===== config.mk =====
export PLATFORM = sky130hd
export DESIGN_NAME = ffdiv_issue_ctrl
export DESIGN_NICKNAME = d
export VERILOG_FILES = /design/src/rtl/ffdiv_issue_ctrl.sv
export SDC_FILE = /design/constraint.sdc
export NUM_CORES = 1
export LEC_CHECK = 0
export CORE_AREA = 2 2 184 186
export DETAILED_ROUTE_END_ITERATION = 7
export DIE_AREA = 0 0 186 188
export DONT_BUFFER_PORTS = 1
export PLACE_DENSITY = 0.53
export SLEW_MARGIN = 25
export SYNTH_ARGS = -nofsm -noshare
export SYNTH_HDL_FRONTEND = slang
export SYNTH_SLANG_ARGS = --single-unit

===== constraint.sdc =====
create_clock -name clk -period 7 [get_ports clk]
set_clock_uncertainty 0.05 [all_clocks]
set_input_delay 1.4 -clock clk [delete_from_list [all_inputs] [get_ports clk]]
set_output_delay 1.4 -clock clk [all_outputs]
set_load 0.02 [all_outputs]

===== src/rtl/ffdiv_issue_ctrl.sv =====
// ffdiv_issue_ctrl
// Issues one operand pair at a time to the floating-point divider, collects
// the registered result and flags (or a timeout abort record), tags each with
// its measured latency and queues it in a small FIFO for a valid/ready consumer.
module ffdiv_issue_ctrl #(
  parameter int FIFO_DEPTH = 4,
  parameter int TIMEOUT    = 64
) (
  input  logic        clk,
  input  logic        rst_n,
  input  logic        in_valid,
  output logic        in_ready,
  input  logic [31:0] in_op1,
  input  logic [31:0] in_op2,
  output logic        div_en,
  output logic [31:0] div_operand1,
  output logic [31:0] div_operand2,
  input  logic        div_ready,
  input  logic [31:0] div_result,
  input  logic [4:0]  div_flag,
  output logic        out_valid,
  input  logic        out_ready,
  output logic [31:0] out_result,
  output logic [4:0]  out_flag,
  output logic [7:0]  out_cycles,
  output logic        out_tmo,
  output logic        busy
);

  localparam int AW = (FIFO_DEPTH > 1) ? $clog2(FIFO_DEPTH) : 1;
  localparam int EW = 46;
  localparam logic [7:0] TMO_CYCLES = 8'(TIMEOUT);

  typedef enum logic [1:0] {IDLE, RUN, CAPT} state_t;

  state_t          state;
  logic [7:0]      cyc_cnt;
  logic [7:0]      cyc_next;
  logic [7:0]      lat_cnt;
  logic [EW-1:0]   mem [FIFO_DEPTH];
  logic [AW-1:0]   wr_ptr;
  logic [AW-1:0]   rd_ptr;
  logic [AW:0]     count;
  logic            accept;
  logic            push;
  logic            pop;
  logic [EW-1:0]   push_data;
  logic [EW-1:0]   head;

  assign in_ready = (state == IDLE) && (count < (AW+1)'(FIFO_DEPTH));
  assign accept   = in_valid && in_ready;
  assign busy     = (state != IDLE);
  assign out_valid = (count != '0);
  assign pop      = out_valid && out_ready;

  assign head       = mem[rd_ptr];
  assign out_tmo    = head[45];
  assign out_cycles = head[44:37];
  assign out_flag   = head[36:32];
  assign out_result = head[31:0];

  // Cycle number of the current RUN cycle, saturating so it never wraps.
  always_comb begin
    cyc_next = (cyc_cnt == 8'hFF) ? 8'hFF : cyc_cnt + 8'd1;
  end

  // A FIFO entry is produced either by a timeout abort in RUN or by CAPT.
  always_comb begin
    push      = 1'b0;
    push_data = '0;
    case (state)
      RUN: begin
        if (!div_ready && (cyc_next == TMO_CYCLES)) begin
          push      = 1'b1;
          push_data = {1'b1, TMO_CYCLES, 5'b10000, 32'h7FC00000};
        end
      end
      CAPT: begin
        push      = 1'b1;
        push_data = {1'b0, lat_cnt, div_flag, div_result};
      end
      default: ;
    endcase
  end

  // Issue FSM: accept a pair, hold the divider enabled until ready or timeout.
  always_ff @(posedge clk or negedge rst_n) begin
    if (!rst_n) begin
      state        <= IDLE;
      div_en       <= 1'b0;
      div_operand1 <= '0;
      div_operand2 <= '0;
      cyc_cnt      <= '0;
      lat_cnt      <= '0;
    end else begin
      case (state)
        IDLE: begin
          if (accept) begin
            div_operand1 <= in_op1;
            div_operand2 <= in_op2;
            div_en       <= 1'b1;
            cyc_cnt      <= '0;
            state        <= RUN;
          end
        end
        RUN: begin
          cyc_cnt <= cyc_next;
          if (div_ready) begin
            lat_cnt <= cyc_next;
            div_en  <= 1'b0;
            state   <= CAPT;
          end else if (cyc_next == TMO_CYCLES) begin
            div_en <= 1'b0;
            state  <= IDLE;
          end
        end
        CAPT: begin
          state <= IDLE;
        end
        default: begin
          div_en <= 1'b0;
          state  <= IDLE;
        end
      endcase
    end
  end

  // Result FIFO storage and pointers; push and pop may happen together.
  always_ff @(posedge clk or negedge rst_n) begin
    if (!rst_n) begin
      for (int i = 0; i < FIFO_DEPTH; i++) mem[i] <= '0;
      wr_ptr <= '0;
      rd_ptr <= '0;
      count  <= '0;
    end else begin
      if (push) begin
        mem[wr_ptr] <= push_data;
        wr_ptr      <= wr_ptr + AW'(1);
      end
      if (pop) rd_ptr <= rd_ptr + AW'(1);
      case ({push, pop})
        2'b10:   count <= count + (AW+1)'(1);
        2'b01:   count <= count - (AW+1)'(1);
        default: count <= count;
      endcase
    end
  end

endmodule


==> results.toml <==
[critical_path]
cp-endpoint = "wr_ptr[1]$_DFFE_PN0P_"
setup.worst_path.end_class = "register"
startpoint_type = "register"
path_class = "register to register"
r2r_start = "state[0]$_DFFE_PN0P_"
arrival_ns = 4.66
crit_start = "state[0]$_DFFE_PN0P_"
required_ns = 7.40
r2r_setup_slack_ns = 2.74
cp_max_fo = 107
rr_worst_depth = 7
r2r_end = "wr_ptr[1]$_DFFE_PN0P_"

[timing]
slew-limit-headroom_pct = 31.5
fin_ws_ns = 2.74
period_minus_slack_ns = 4.26
rsz0062_at_grt = "false"
maxSlewViolCount = 0
fmax_mhz = 235
tightest_slew_ns = 1.03
post-route-period-util_pct = 60.9
timing.hold.ws_ns = 0.425
tns_ns = 0
setup_viol = 0
hold_viol = 0

[placed_design]
pre_cts_slack_ns = 2.39
place_inst = 1513
portBuffers = 0
placed_cell_area_um2 = 13500
post-dp-hpwl_mm = 19.1
place_congestion = 0.768

[status]
status = "finished, final reports clean"

[logic_synthesis]
async_flop_share_pct = 100
synth-seq-area-share_pct = 52.4
synthTopCellsByArea = "dfrtp_1, a2bb2oi_1, mux4_2, o21ai_0, mux2_2"
synthCells = 1136
synth_seq_cells = 274
ys.warnings.count = 0
synth.distinct_cells = 50
synth_most_common_cell = "dfrtp_1"
avgSynthCellArea_um2 = 11.5
synthTopCellsByCount = "dfrtp_1, inv_1, o21ai_0, a2bb2oi_1, mux2_2"
synth_nets = 1252
synth_edf_count = 0
synth.top_cell.area_share_pct = 52.4
netlist_area_um2 = 13100
yosysTopAreaCell = "dfrtp_1"
synth_ff_type = "dfrtp_1"

[run]
cap_violations = 0

[die]
dieWidth_um = 186
die-area_um2 = 35000
initial_core_util_pct = 39.5
design.core.area_um2 = 33100
io_pins = 220
fp.dieH_um = 188
num_rows = 67

[cts]
clock_path_buffers = 3
cts_tree = "done"
numCtsBuffers = 31
ctsResizeCount = 0
htreeDepth = 1
cts_root_buf = "clkbuf_16"
post-cts-setup-buffers = 0
clkLatencyLatePin_ns = 0.56
path_clk_slew_ns = 0.06
cts_hold_buf = 0
cts_sinks = 274

[pwr]
peakVddDrop_uv = 281
report.power.total_mw = 6.30
comb_power_share_pct = 32.6
p_leak_nw = 6.54
swShare_pct = 37.0
p_sw_mw = 2.33
p_per_area_nw_per_um2 = 435
cell_internal_pwr_mw = 3.97
power.clock.fraction_pct = 25.6
p_seq_share_pct = 41.9

[grt]
gr-total-overflow = 0
antenna_found_initial = 0
grt_pass1_wl_mm = 51.0
grt_usage_pct = 18.6
grt_max_degree = 275
grt_pass1_vias = 8725

[hold_path]
hp-class = "register to register"

[finish]
post-route-util_pct = 43.7
area_growth_pct = 10.7
seq_area_um2 = 6860
drive_gt1_share_pct = 17.7
stdcell_area_um2 = 14500
n_antenna_cell = 0
layout.nets = 1214
num-fill-cells = 3090
final_cells = 1571
multi_input_area_um2 = 5350

[route]
drc = 0
routedWlPerCell_um = 20.7
vias = 8485
ant_nets = 0
via_per_inst = 5.40
dr.pass1.iters = 7
drt_wl_total_mm = 32.5
drt_iter0_markers = 494
==> state kept, by name (all words and copies together) (netlist names) <==
name and cells:
state 2, wr_ptr 2, cyc_cnt 8, lat_cnt 8, div_operand1 32, div_operand2 32, mem 184, rd_ptr 2
div_en 1, count 3
==> power by group through the flow <==
stage	Sequential, mW	Combinational (mW)	Clock (mW)
detailed placement	2.66	2.09	0
finish	2.64	2.05	1.61
floorplan	2.49	1.73	0
CTS	2.64	2.08	1.66
global placement	2.72	1.96	0
global route	2.70	2.25	1.72
==> cell type report <==
type                    instances  share of cell area, %
flip-flops and latches        274                   47.4
multi-input cells             629                   36.9
clock buffers                  45                   6.34
well taps                     448                   3.87
inverters                     147                   3.81
repair buffers                 15                  0.916
clock inverters                13                  0.743
==> cell usage in the layout (no fill, tap or decap), drive strengths merged, types with 2 or more instances in the layout <==
cell type / count
a21oi: 13
a2bb2oi: 137
o21ai: 147
ha: 9
xor2: 4
nand2: 27
a22o: 4
inv: 148
xnor2: 4
o311ai: 5
clkbuf: 45
nor2b: 3
buf: 15
mux4: 46
clkinv: 10
o211ai: 3
a311oi: 3
mux2i: 44
and3: 17
and4: 2
or3: 7
nand3: 5
nand4: 2
dfrtp: 274
or2: 2
mux2: 65
a21o: 2
a211oi: 2
and2: 5
a22oi: 3
nor2: 56
==> worst max-delay path, stage by stage (launching register included) <==
cell      delay [ns]
dfrtp_1         0.39
inv_1           0.08
ha_1            0.78
nand2_1         0.36
or3_1           0.51
o21bai_4        0.60
buf_4           0.85
mux2_2          0.41
==> logic make-up (layout without fill, tap and decap cells) <==
kind of cell,Yosys count,after routing,share of synthesized area (%)
buffers and inverters,233,220,7.11
muxes,155,155,16.9
and+or+nand+nor,131,131,4.84
xor gates and xnor gates,8,8,0.535
AOI/OAI and AO/OA,325,325,17.2
DFF,274,274,52.4
adders and majority gates,10,10,1.01
==> worst min path at each step <==
stage,start,end,slack [ns],cells past startpoint
finish,lat_cnt[1]$_DFFE_PN0P_,lat_cnt[1]$_DFFE_PN0P_,0.42,2
global route,rst_n,mem[103]$_DFFE_PN0P_,0.44,0
CTS,lat_cnt[1]$_DFFE_PN0P_,lat_cnt[1]$_DFFE_PN0P_,0.43,2
detailed placement,lat_cnt[1]$_DFFE_PN0P_,lat_cnt[1]$_DFFE_PN0P_,0.42,2
global placement,lat_cnt[1]$_DFFE_PN0P_,lat_cnt[1]$_DFFE_PN0P_,0.42,2
floorplan,lat_cnt[1]$_DFFE_PN0P_,lat_cnt[1]$_DFFE_PN0P_,0.39,2
==> metal layers <==
metal / GRT usage [%] / part of all wire [%] / up-vias
met4: 3.69 / 1.6 / 0
met3: 5.34 / 7.5 / 33
met2: 29.6 / 47 / 236
li1: - / - / 3960
met1: 25.3 / 44 / 4256
met5: 0 / 0 / -
Note: power is estimated with default switching activity, not from simulation.
